--- config.mk ---
export PLATFORM = sky130hd
export DESIGN_NAME = vdma_wbuf_scheduler_flat
export DESIGN_NICKNAME = d
export VERILOG_FILES = /design/src/rtl/vdma_wbuf_scheduler_if.sv /design/src/rtl/vdma_wbuf_scheduler.sv /design/src/flat_wrapper.sv
export SDC_FILE = /design/constraint.sdc
export NUM_CORES = 1
export LEC_CHECK = 0
export BUFFER_PORTS_ARGS = -buffer_cell sky130_fd_sc_hd__buf_2
export CAP_MARGIN = 20
export CORE_UTILIZATION = 55
export CTS_CLUSTER_DIAMETER = 60
export DETAILED_ROUTE_END_ITERATION = 10
export PLACE_DENSITY = 0.83
export SLEW_MARGIN = 20
export SYNTH_ARGS = -nofsm -noshare
export SYNTH_HDL_FRONTEND = slang
export SYNTH_SLANG_ARGS = --single-unit
--- constraint.sdc ---
create_clock -name aclk -period 5.6 [get_ports aclk]
set_input_delay 0.28 -clock aclk [delete_from_list [all_inputs] [get_ports aclk]]
set_output_delay 0.28 -clock aclk [all_outputs]
set_load 0.05 [all_outputs]
--- src/rtl/vdma_wbuf_scheduler_if.sv ---
`default_nettype none
// ============================================================================
// Module   : vdma_wbuf_scheduler_if
// Brief    : Core control/param and reader fetch signals of the frame-buffer
//            scheduler.
// Revision : 1.0
// ============================================================================
interface vdma_wbuf_scheduler_if #(
    parameter int AXI4_ADDR_WIDTH = 32,
    parameter int INDEX_WIDTH     = 8,
    parameter int BUF_WIDTH       = 2
) ();
    logic                       core_ctl_enable;
    logic                       core_ctl_update;
    logic [AXI4_ADDR_WIDTH-1:0] core_param_addr;
    logic                       core_ctl_busy;
    logic [INDEX_WIDTH-1:0]     core_ctl_index;
    logic                       rd_req;
    logic                       rd_ack;
    logic                       rd_valid;
    logic [BUF_WIDTH-1:0]       rd_sel;
    logic [AXI4_ADDR_WIDTH-1:0] rd_addr;

    // Scheduler side
    modport master (
        output core_ctl_enable, core_ctl_update, core_param_addr,
        input  core_ctl_busy, core_ctl_index,
        input  rd_req,
        output rd_ack, rd_valid, rd_sel, rd_addr
    );

    // Write core and reader side
    modport slave (
        input  core_ctl_enable, core_ctl_update, core_param_addr,
        output core_ctl_busy, core_ctl_index,
        output rd_req,
        input  rd_ack, rd_valid, rd_sel, rd_addr
    );
endinterface
`default_nettype wire

--- src/rtl/vdma_wbuf_scheduler.sv ---
`default_nettype none
// ============================================================================
// Module   : vdma_wbuf_scheduler
// Brief    : Rotates the video write core over BUF_NUM frame buffers and hands
//            the newest completed frame to a reader under a tear-free lock.
// Revision : 1.0
// ============================================================================
module vdma_wbuf_scheduler #(
    parameter int AXI4_ADDR_WIDTH = 32,
    parameter int INDEX_WIDTH     = 8,
    parameter int BUF_NUM         = 3,
    parameter int BUF_WIDTH       = 2,
    parameter int COUNT_WIDTH     = 16
) (
    input  logic                       aclk,
    input  logic                       areset,
    input  logic                       enable,
    input  logic [AXI4_ADDR_WIDTH-1:0] base_addr,
    input  logic [AXI4_ADDR_WIDTH-1:0] buf_size,
    output logic                       busy,
    output logic [COUNT_WIDTH-1:0]     frame_count,
    output logic [COUNT_WIDTH-1:0]     drop_count,
    vdma_wbuf_scheduler_if.master      bus
);
    typedef enum logic [1:0] {
        S_IDLE = 2'd0,
        S_RUN  = 2'd1,
        S_STOP = 2'd2
    } state_t;

    state_t                     r_state;
    state_t                     w_next;
    logic [AXI4_ADDR_WIDTH-1:0] r_base;
    logic [AXI4_ADDR_WIDTH-1:0] r_size;
    logic [INDEX_WIDTH-1:0]     r_last_index;
    logic [BUF_WIDTH-1:0]       r_wcur;
    logic [BUF_WIDTH-1:0]       r_latest;
    logic [BUF_WIDTH-1:0]       r_locked;
    logic [BUF_WIDTH-1:0]       r_prev_sel;
    logic                       r_cur_valid;
    logic                       r_latest_valid;
    logic                       r_lock_valid;
    logic                       r_busy_d;
    logic [COUNT_WIDTH-1:0]     r_frame_count;
    logic [COUNT_WIDTH-1:0]     r_drop_count;
    logic                       r_rd_ack;
    logic                       r_rd_valid;
    logic [BUF_WIDTH-1:0]       r_rd_sel;
    logic [AXI4_ADDR_WIDTH-1:0] r_rd_addr;

    logic [BUF_WIDTH-1:0]       w_wsel;
    logic                       w_start;
    logic                       w_active;
    logic                       w_accept;
    logic                       w_fall;
    logic                       w_ctl_enable;
    logic                       w_ctl_update;
    logic [AXI4_ADDR_WIDTH-1:0] w_latest_addr;

    assign w_start  = (r_state == S_IDLE) && enable && !bus.core_ctl_busy;
    assign w_active = (r_state != S_IDLE);
    assign w_accept = w_active && (bus.core_ctl_index != r_last_index);
    assign w_fall   = w_active && r_busy_d && !bus.core_ctl_busy;

    // Descending scan so the lowest free index wins; no free slot means overwrite W_cur.
    always_comb begin
        w_wsel = r_wcur;
        for (int i = BUF_NUM - 1; i >= 0; i--) begin
            if (!(r_cur_valid    && r_wcur   == BUF_WIDTH'(i)) &&
                !(r_latest_valid && r_latest == BUF_WIDTH'(i)) &&
                !(r_lock_valid   && r_locked == BUF_WIDTH'(i))) begin
                w_wsel = BUF_WIDTH'(i);
            end
        end
    end

    assign w_latest_addr = r_base + r_size * AXI4_ADDR_WIDTH'(r_latest);

    always_ff @(posedge aclk) begin
        if (areset) begin
            r_state <= S_IDLE;
        end else begin
            r_state <= w_next;
        end
    end

    always_comb begin
        w_next       = r_state;
        w_ctl_enable = 1'b0;
        w_ctl_update = 1'b0;
        case (r_state)
            S_IDLE: if (w_start) w_next = S_RUN;
            S_RUN: begin
                w_ctl_enable = 1'b1;
                w_ctl_update = 1'b1;
                if (!enable) w_next = S_STOP;
            end
            S_STOP: if (!bus.core_ctl_busy) w_next = S_IDLE;
            default: w_next = S_IDLE;
        endcase
    end

    always_ff @(posedge aclk) begin
        if (areset) begin
            r_base         <= '0;
            r_size         <= '0;
            r_last_index   <= bus.core_ctl_index;
            r_wcur         <= '0;
            r_latest       <= '0;
            r_locked       <= '0;
            r_prev_sel     <= '0;
            r_cur_valid    <= 1'b0;
            r_latest_valid <= 1'b0;
            r_lock_valid   <= 1'b0;
            r_busy_d       <= 1'b0;
            r_frame_count  <= '0;
            r_drop_count   <= '0;
            r_rd_ack       <= 1'b0;
            r_rd_valid     <= 1'b0;
            r_rd_sel       <= '0;
            r_rd_addr      <= '0;
        end else begin
            r_prev_sel <= w_wsel;
            r_busy_d   <= bus.core_ctl_busy;
            if (w_start) begin
                r_base       <= base_addr;
                r_size       <= buf_size;
                r_last_index <= bus.core_ctl_index;
            end
            // prev_sel is the address the core latched one cycle before its index moved.
            if (w_accept) begin
                r_last_index <= bus.core_ctl_index;
                if (r_cur_valid) begin
                    if (r_prev_sel != r_wcur) begin
                        r_latest       <= r_wcur;
                        r_latest_valid <= 1'b1;
                        r_frame_count  <= r_frame_count + COUNT_WIDTH'(1);
                    end else begin
                        r_drop_count   <= r_drop_count + COUNT_WIDTH'(1);
                    end
                end
                r_wcur      <= r_prev_sel;
                r_cur_valid <= 1'b1;
            end else if (w_fall && r_cur_valid) begin
                r_latest       <= r_wcur;
                r_latest_valid <= 1'b1;
                r_frame_count  <= r_frame_count + COUNT_WIDTH'(1);
                r_cur_valid    <= 1'b0;
            end
            r_rd_ack   <= bus.rd_req;
            r_rd_valid <= bus.rd_req && r_latest_valid;
            if (bus.rd_req && r_latest_valid) begin
                r_locked     <= r_latest;
                r_lock_valid <= 1'b1;
                r_rd_sel     <= r_latest;
                r_rd_addr    <= w_latest_addr;
            end
        end
    end

    assign busy                = w_active;
    assign frame_count         = r_frame_count;
    assign drop_count          = r_drop_count;
    assign bus.core_ctl_enable = w_ctl_enable;
    assign bus.core_ctl_update = w_ctl_update;
    assign bus.core_param_addr = r_base + r_size * AXI4_ADDR_WIDTH'(w_wsel);
    assign bus.rd_ack          = r_rd_ack;
    assign bus.rd_valid        = r_rd_valid;
    assign bus.rd_sel          = r_rd_sel;
    assign bus.rd_addr         = r_rd_addr;
endmodule
`default_nettype wire

--- src/flat_wrapper.sv ---
// flat-port wrapper written by rule: the top's interface ports become plain ports
module vdma_wbuf_scheduler_flat 
#(
    parameter int AXI4_ADDR_WIDTH = 32,
    parameter int INDEX_WIDTH     = 8,
    parameter int BUF_NUM         = 3,
    parameter int BUF_WIDTH       = 2,
    parameter int COUNT_WIDTH     = 16
)
  (aclk, areset, enable, base_addr, buf_size, busy, frame_count, drop_count, bus_core_ctl_enable, bus_core_ctl_update, bus_core_param_addr, bus_core_ctl_busy, bus_core_ctl_index, bus_rd_req, bus_rd_ack, bus_rd_valid, bus_rd_sel, bus_rd_addr);
  vdma_wbuf_scheduler_if #(.AXI4_ADDR_WIDTH(AXI4_ADDR_WIDTH), .INDEX_WIDTH(INDEX_WIDTH), .BUF_WIDTH(BUF_WIDTH)) bus_i ();
  input  logic aclk;
  input  logic areset;
  input  logic enable;
  input  logic [AXI4_ADDR_WIDTH-1:0] base_addr;
  input  logic [AXI4_ADDR_WIDTH-1:0] buf_size;
  output logic busy;
  output logic [COUNT_WIDTH-1:0] frame_count;
  output logic [COUNT_WIDTH-1:0] drop_count;
  output wire logic [$bits(bus_i.core_ctl_enable)-1:0] bus_core_ctl_enable;
  output wire logic [$bits(bus_i.core_ctl_update)-1:0] bus_core_ctl_update;
  output wire logic [$bits(bus_i.core_param_addr)-1:0] bus_core_param_addr;
  input wire logic [$bits(bus_i.core_ctl_busy)-1:0] bus_core_ctl_busy;
  input wire logic [$bits(bus_i.core_ctl_index)-1:0] bus_core_ctl_index;
  input wire logic [$bits(bus_i.rd_req)-1:0] bus_rd_req;
  output wire logic [$bits(bus_i.rd_ack)-1:0] bus_rd_ack;
  output wire logic [$bits(bus_i.rd_valid)-1:0] bus_rd_valid;
  output wire logic [$bits(bus_i.rd_sel)-1:0] bus_rd_sel;
  output wire logic [$bits(bus_i.rd_addr)-1:0] bus_rd_addr;
  assign bus_core_ctl_enable = bus_i.core_ctl_enable;
  assign bus_core_ctl_update = bus_i.core_ctl_update;
  assign bus_core_param_addr = bus_i.core_param_addr;
  assign bus_i.core_ctl_busy = bus_core_ctl_busy;
  assign bus_i.core_ctl_index = bus_core_ctl_index;
  assign bus_i.rd_req = bus_rd_req;
  assign bus_rd_ack = bus_i.rd_ack;
  assign bus_rd_valid = bus_i.rd_valid;
  assign bus_rd_sel = bus_i.rd_sel;
  assign bus_rd_addr = bus_i.rd_addr;
  vdma_wbuf_scheduler #(.AXI4_ADDR_WIDTH(AXI4_ADDR_WIDTH), .INDEX_WIDTH(INDEX_WIDTH), .BUF_NUM(BUF_NUM), .BUF_WIDTH(BUF_WIDTH), .COUNT_WIDTH(COUNT_WIDTH)) u_core (.aclk(aclk), .areset(areset), .enable(enable), .base_addr(base_addr), .buf_size(buf_size), .busy(busy), .frame_count(frame_count), .drop_count(drop_count), .bus(bus_i));
endmodule
; ---- After elaboration in Yosys (flattened, before gate mapping)
; Index checks and enable logic that the tools add are counted.
[classes]
reduce_logical = 42
mul = 2
bitwise_logic = 1
add_sub_neg = 4
n_mux = 25
n_eq_ne = 15
[ops]
columns = operator, count
row1 = $add 32x32->32, 2
row2 = $mul 32x2->32, 2
row3 = $mux 16, 4
row4 = $add 16x1->16 const B, 2
row5 = $mux 8, 3
row6 = $logic_and 1x1->1, 22
row7 = $mux 2, 10
row8 = $logic_not 1->1, 10
row9 = $reduce_and 3->1, 3
row10 = $eq 2x1->1 const B, 4
row11 = $eq 2x2->1 const B, 4
row12 = $logic_not 2->1, 4
row13 = $ne 8x8->1, 1
row14 = $mux 1, 7
row15 = $ne 2x2->1 const B, 3
row16 = $pmux 2 s3, 1
row17 = $ne 2x1->1 const B, 2
row18 = $reduce_bool 2->1, 2
row19 = $reduce_bool 3->1, 1
row20 = $ne 2x2->1, 1
row21 = $not 1->1, 1
[totals]
register_bits = 152
wordCells = 106

; ---- Longest topological paths before layout
[logic_depth]
word_depth = 10
depth_mapped = 21
ltp_nobuf = 19

; ---- Least setup slack after synthesis
; Ideal clock, no wire load.
[synth_timing]
path_kind = register -> output
start = register u_core.bus.rd_sel[1] (netlist name)
end = output bus_core_param_addr[19]
path_slack_ps = 208
required_time_ps = 5320
path_buffers = 1
t_arrival_ps = 5112
path_stages_with_launch = 21
path_cell_list = dfxtp_1 -> nor2b_1 -> a22o_1 -> mux2_2 -> a22oi_1 -> nor2_1 -> clkbuf_1 -> and2_1 -> fa_1 -> ha_1 -> inv_1 -> fa_1 -> nor2b_1 -> o31ai_2 -> a21oi_1 -> a21o_1 -> a31oi_1 -> o311ai_1 -> a21o_1 -> a21oi_1 -> xnor2_1
[synth_rtl]
columns = item, line_no
row1 = "end, declared", flat_wrapper.sv:22  ; output wire logic [$bits(bus_i.core_param_addr)-1:0] bus_core_param_addr;

; ---- Final worst setup path
[layout_timing]
start = register u_core.r_lock_valid
end = output bus_core_param_addr[31]
[layout_between]
elab_chain_len = 8
elab_cells_between_ends = 14
[layout_rtl]
columns = item, line_no
row1 = "start, declared", vdma_wbuf_scheduler.sv:42  ; logic r_lock_valid;
row2 = "start signal, assigned", vdma_wbuf_scheduler.sv:114  ; r_lock_valid <= 1'b0;
row3 = "start signal, assigned", vdma_wbuf_scheduler.sv:154  ; r_lock_valid <= 1'b1;
row4 = $logic_and 1x1->1, vdma_wbuf_scheduler.sv:71  ; !(r_lock_valid && r_locked == BUF_WIDTH'(i))) begin
row5 = $logic_not 1->1, vdma_wbuf_scheduler.sv:71
row6 = $logic_and 1x1->1, vdma_wbuf_scheduler.sv:70  ; !(r_latest_valid && r_latest == BUF_WIDTH'(i)) &&
row7 = $mux 2 (2 in a row), vdma_wbuf_scheduler.sv:69  ; if (!(r_cur_valid && r_wcur == BUF_WIDTH'(i)) &&
row8 = $mux 2 (*), vdma_wbuf_scheduler.sv:69
row9 = $mul 32x2->32 (*), vdma_wbuf_scheduler.sv:166  ; assign bus.core_param_addr = r_base + r_size * AXI4_ADDR_WIDTH'(w_wsel);
row10 = $add 32x32->32 (*), vdma_wbuf_scheduler.sv:166
; Every way passes the cells marked *; elsewhere a longest branch is shown, timed or not.

==> results.sh <==
export IMPL_htreeDepth=4
export IMPL_synth_common_cells="nand2_1, inv_1, a21oi_1"
export IMPL_synth_nets=1629
export IMPL_clkTransAtPathRegs_ps=70
export IMPL_hold_depth=1
export IMPL_synth_area_leaders="dfxtp_1, nand2_1, fa_1, ha_1, a21oi_1"
export IMPL_crit_arrival_ps=5060
export IMPL_initial_core_util_pct=56.3
export IMPL_cap_violations=0
export IMPL_whs_endpoint="u_core.r_last_index[5]$_DFFE_PP_"
export IMPL_cts_setup_buffers=0
export IMPL_cpMostUsedCell="fa_1"
export IMPL_r2r_cells=16
export IMPL_design_die_area_um2=20600
export IMPL_area_growth_pct=15.0
export IMPL_reg2reg_slack_ps=1580
export IMPL_maxSlewViolCount=0
export IMPL_cts_root_buf="clkbuf_16"
export IMPL_fin_crit_ps=5340
export IMPL_grt_pass1_vias=9635
export IMPL_wl_per_cell_um=14.9
export IMPL_cts_buffer_depth=2
export IMPL_grt_max_degree=81
export IMPL_ios=180
export IMPL_cts_tree="yes"
export IMPL_diodes=0
export IMPL_ys_seq_area_share_pct=28.4
export IMPL_grt_overflow_total=0
export IMPL_crit_fanout=4
export IMPL_ys_flop_type="dfxtp_1"
export IMPL_end_kind="output pin"
export IMPL_async_flop_share_pct=0
export IMPL_max_slew_margin_pct=44.7
export IMPL_rsz0062_at_grt="false"
export IMPL_status="completed"
export IMPL_vias_per_cell=5.41
export IMPL_worstMarginPinSlew_ps=830
export IMPL_grt_pass1_wl_mm=45.4
export IMPL_fmax_mhz=187
export IMPL_ys_ff_latch=152
export IMPL_ys_types=71
export IMPL_final_hold_viol_count=0
export IMPL_start_kind="flop"
export IMPL_finalSetupViolCount=0
export IMPL_clk_latency_ps=430
export IMPL_cp_slowest_stage_delay_ps=480
export IMPL_synth_top_area_share_pct=26.2
export IMPL_clock_sinks=152
export IMPL_yosys_area_top_type="dfxtp_1"
export IMPL_fin_worst_skew_ps=7.82
export IMPL_die_h_um=143
export IMPL_finalCritPeriodShare_pct=95.4
export IMPL_slowest_stage="fa_1"
export IMPL_syn_inst=1426
export IMPL_crit_type="flop to output pin"
export IMPL_syn_mean_instance_area_um2=7.71
export IMPL_synth_edf_count=8
export IMPL_cts_buffers_inserted=17
export IMPL_rows=51
export IMPL_hold_path_class="primary input to flop"
export IMPL_crit_required_ps=5320
export IMPL_yosysMostFrequentCell="nand2_1"
export IMPL_min_from="bus_core_ctl_index[5]"
export IMPL_synth_area_um2=11000
export IMPL_drtPass1Iterations=6
export IMPL_p_leak_nw=6.01
export IMPL_drc=0
export IMPL_ant_nets=0
export IMPL_nets=1775
export IMPL_die_w_um=143
export IMPL_antenna_found_initial=0
export IMPL_core_area_um2=19500
export IMPL_vias=10000
export IMPL_crit_path_cell_trace="nor2b_1, a22o_1, mux2_2, a22oi_1, nor2_2, and2_1, fa_1, ha_1, inv_1, fa_1, nor2b_2, o31ai_2, a211o_1, nand4_1, nand3_1, o31ai_4, a21o_1, a21oi_1, xnor2_1, clkbuf_4"
export IMPL_port_buffers=179
export IMPL_drtIter0Drc=840
export IMPL_dpl_hpwl_mm=20.5
export IMPL_filler_cell_count=1685
export IMPL_rr_endpoint="u_core.bus.rd_addr[25]$_SDFFE_PP0P_"
export IMPL_grt_usage_pct=27.8
export IMPL_routed_wl_mm=27.5
export IMPL_yosysWarnings=0
export IMPL_ir_worst_vdd_v=0.000184
export IMPL_setup_ws_ps=258
export IMPL_regToRegStartpoint="u_core.r_latest[0]$_SDFFE_PP0P_"
export IMPL_drive_gt1_share_pct=15.8
export IMPL_gp_congestion=0.893
export IMPL_pre_cts_slack_ps=591
export IMPL_fin_setup_tns_ps=0
export IMPL_p_per_area_nw_per_um2=204
## critical path: cells and delay by family (launching register included)
family                   cells  cell delay (ps)
AO/OA/AOI/OAI                7             1530
flip-flops                   1              320
multiplexers                 1              280
AND/OR/NAND/NOR              6              910
XOR/XNOR                     1              150
buffers and inverters        2              330
adder cells (fa/ha/maj)      3             1110
## layout by cell type (no fill, tap or decap), types with 13 or more instances in the layout
cell | Yosys | final
a21o_1 | 25 | 25
a21oi_1 | 150 | 149
buf_2 | 2 | 175
clkbuf_16 | 0 | 17
dfxtp_1 | 144 | 144
fa_1 | 62 | 62
ha_1 | 64 | 64
inv_1 | 162 | 162
nand2_1 | 331 | 331
nand3_1 | 30 | 30
nand4_1 | 14 | 14
nor2_1 | 81 | 80
nor2b_1 | 14 | 13
o21ai_0 | 31 | 31
xnor2_1 | 56 | 56
xor2_1 | 38 | 38
## how the worst max path moves through the flow
stage / startpoint / to / cells past startpoint
4_1_cts: u_core.r_latest[1]$_SDFFE_PP0P_ / bus_core_param_addr[28] / 20
3_3_place_gp: u_core.r_latest[1]$_SDFFE_PP0P_ / bus_core_param_addr[28] / 20
2_1_floorplan: u_core.bus.rd_sel[1]$_SDFFE_PP0P_ / bus_core_param_addr[19] / 20
5_1_grt: u_core.r_latest_valid$_SDFFE_PP0P_ / bus_core_param_addr[19] / 21
3_5_place_dp: u_core.r_latest[1]$_SDFFE_PP0P_ / bus_core_param_addr[28] / 20
6_report: u_core.r_lock_valid$_SDFFE_PP0P_ / bus_core_param_addr[31] / 20
## state kept, by name (all words and copies together) (netlist names), 2 cells and up
register	flops
u_core.bus.rd_addr	32
u_core.bus.rd_sel	2
u_core.drop_count	16
u_core.frame_count	16
u_core.r_base	32
u_core.r_last_index	8
u_core.r_latest	2
u_core.r_prev_sel	2
u_core.r_size	32
u_core.r_state	2
u_core.r_wcur	2
## power by group
part / total, mW / switching, mW / internal, mW / leakage, nW
logic: 0.330 / 0.224 / 0.107 / 4.49
clock network: 1.10 / 0.508 / 0.589 / 0.267
registers: 1.15 / 0.0270 / 1.12 / 1.25
total: 2.58 / 0.759 / 1.82 / 6.01
## area by class of cell
type,instances,area [um2],share of cell area (%)
flip-flops and latches,152,3120,24.7
multi-input cells,1047,7030,55.6
well taps,265,332,2.62
inverters,163,612,4.84
clock inverters,14,116,0.920
repair buffers,191,1000,7.90
clock buffers,18,439,3.47
## routing by layer
layer / vias up / track usage [%] / wire [um]
li1: 4942 / - / -
met3: 36 / 4.47 / 2030
met4: 0 / 9.01 / 530
met2: 390 / 46.9 / 13000
met5: - / 0 / 0
met1: 4649 / 36.2 / 12000
## timing repair
item | 4_1_cts | 5_1_grt
hold buffers | 0 | 0
setup endpoints to repair | 0 | 8
gates resized for setup | 0 | 12
## cell families after synthesis
group	share of synthesized area [%]
and+or+nand+nor	20.9
buffers and inverters	8.18
DFF	28.4
adders and majority gates	18.6
AOI/OAI and AO/OA	15.7
xor gates and xnor gates	7.49
muxes	0.683
## through the flow
step	power, mW	util [%]	instances	hold WS, ps	instance area [um2]
5_1_grt	2.68	64.8	1850	45.2	12600
6_report	2.58	64.8	1850	56.0	12600
3_3_place_gp	1.49	61.7	1818	437	12000
4_1_cts	2.59	64.5	1850	44.3	12600
3_5_place_dp	1.50	61.7	1818	444	12000
2_1_floorplan	1.40	-	1426	379	11000
(Power assumes the default switching activity.)
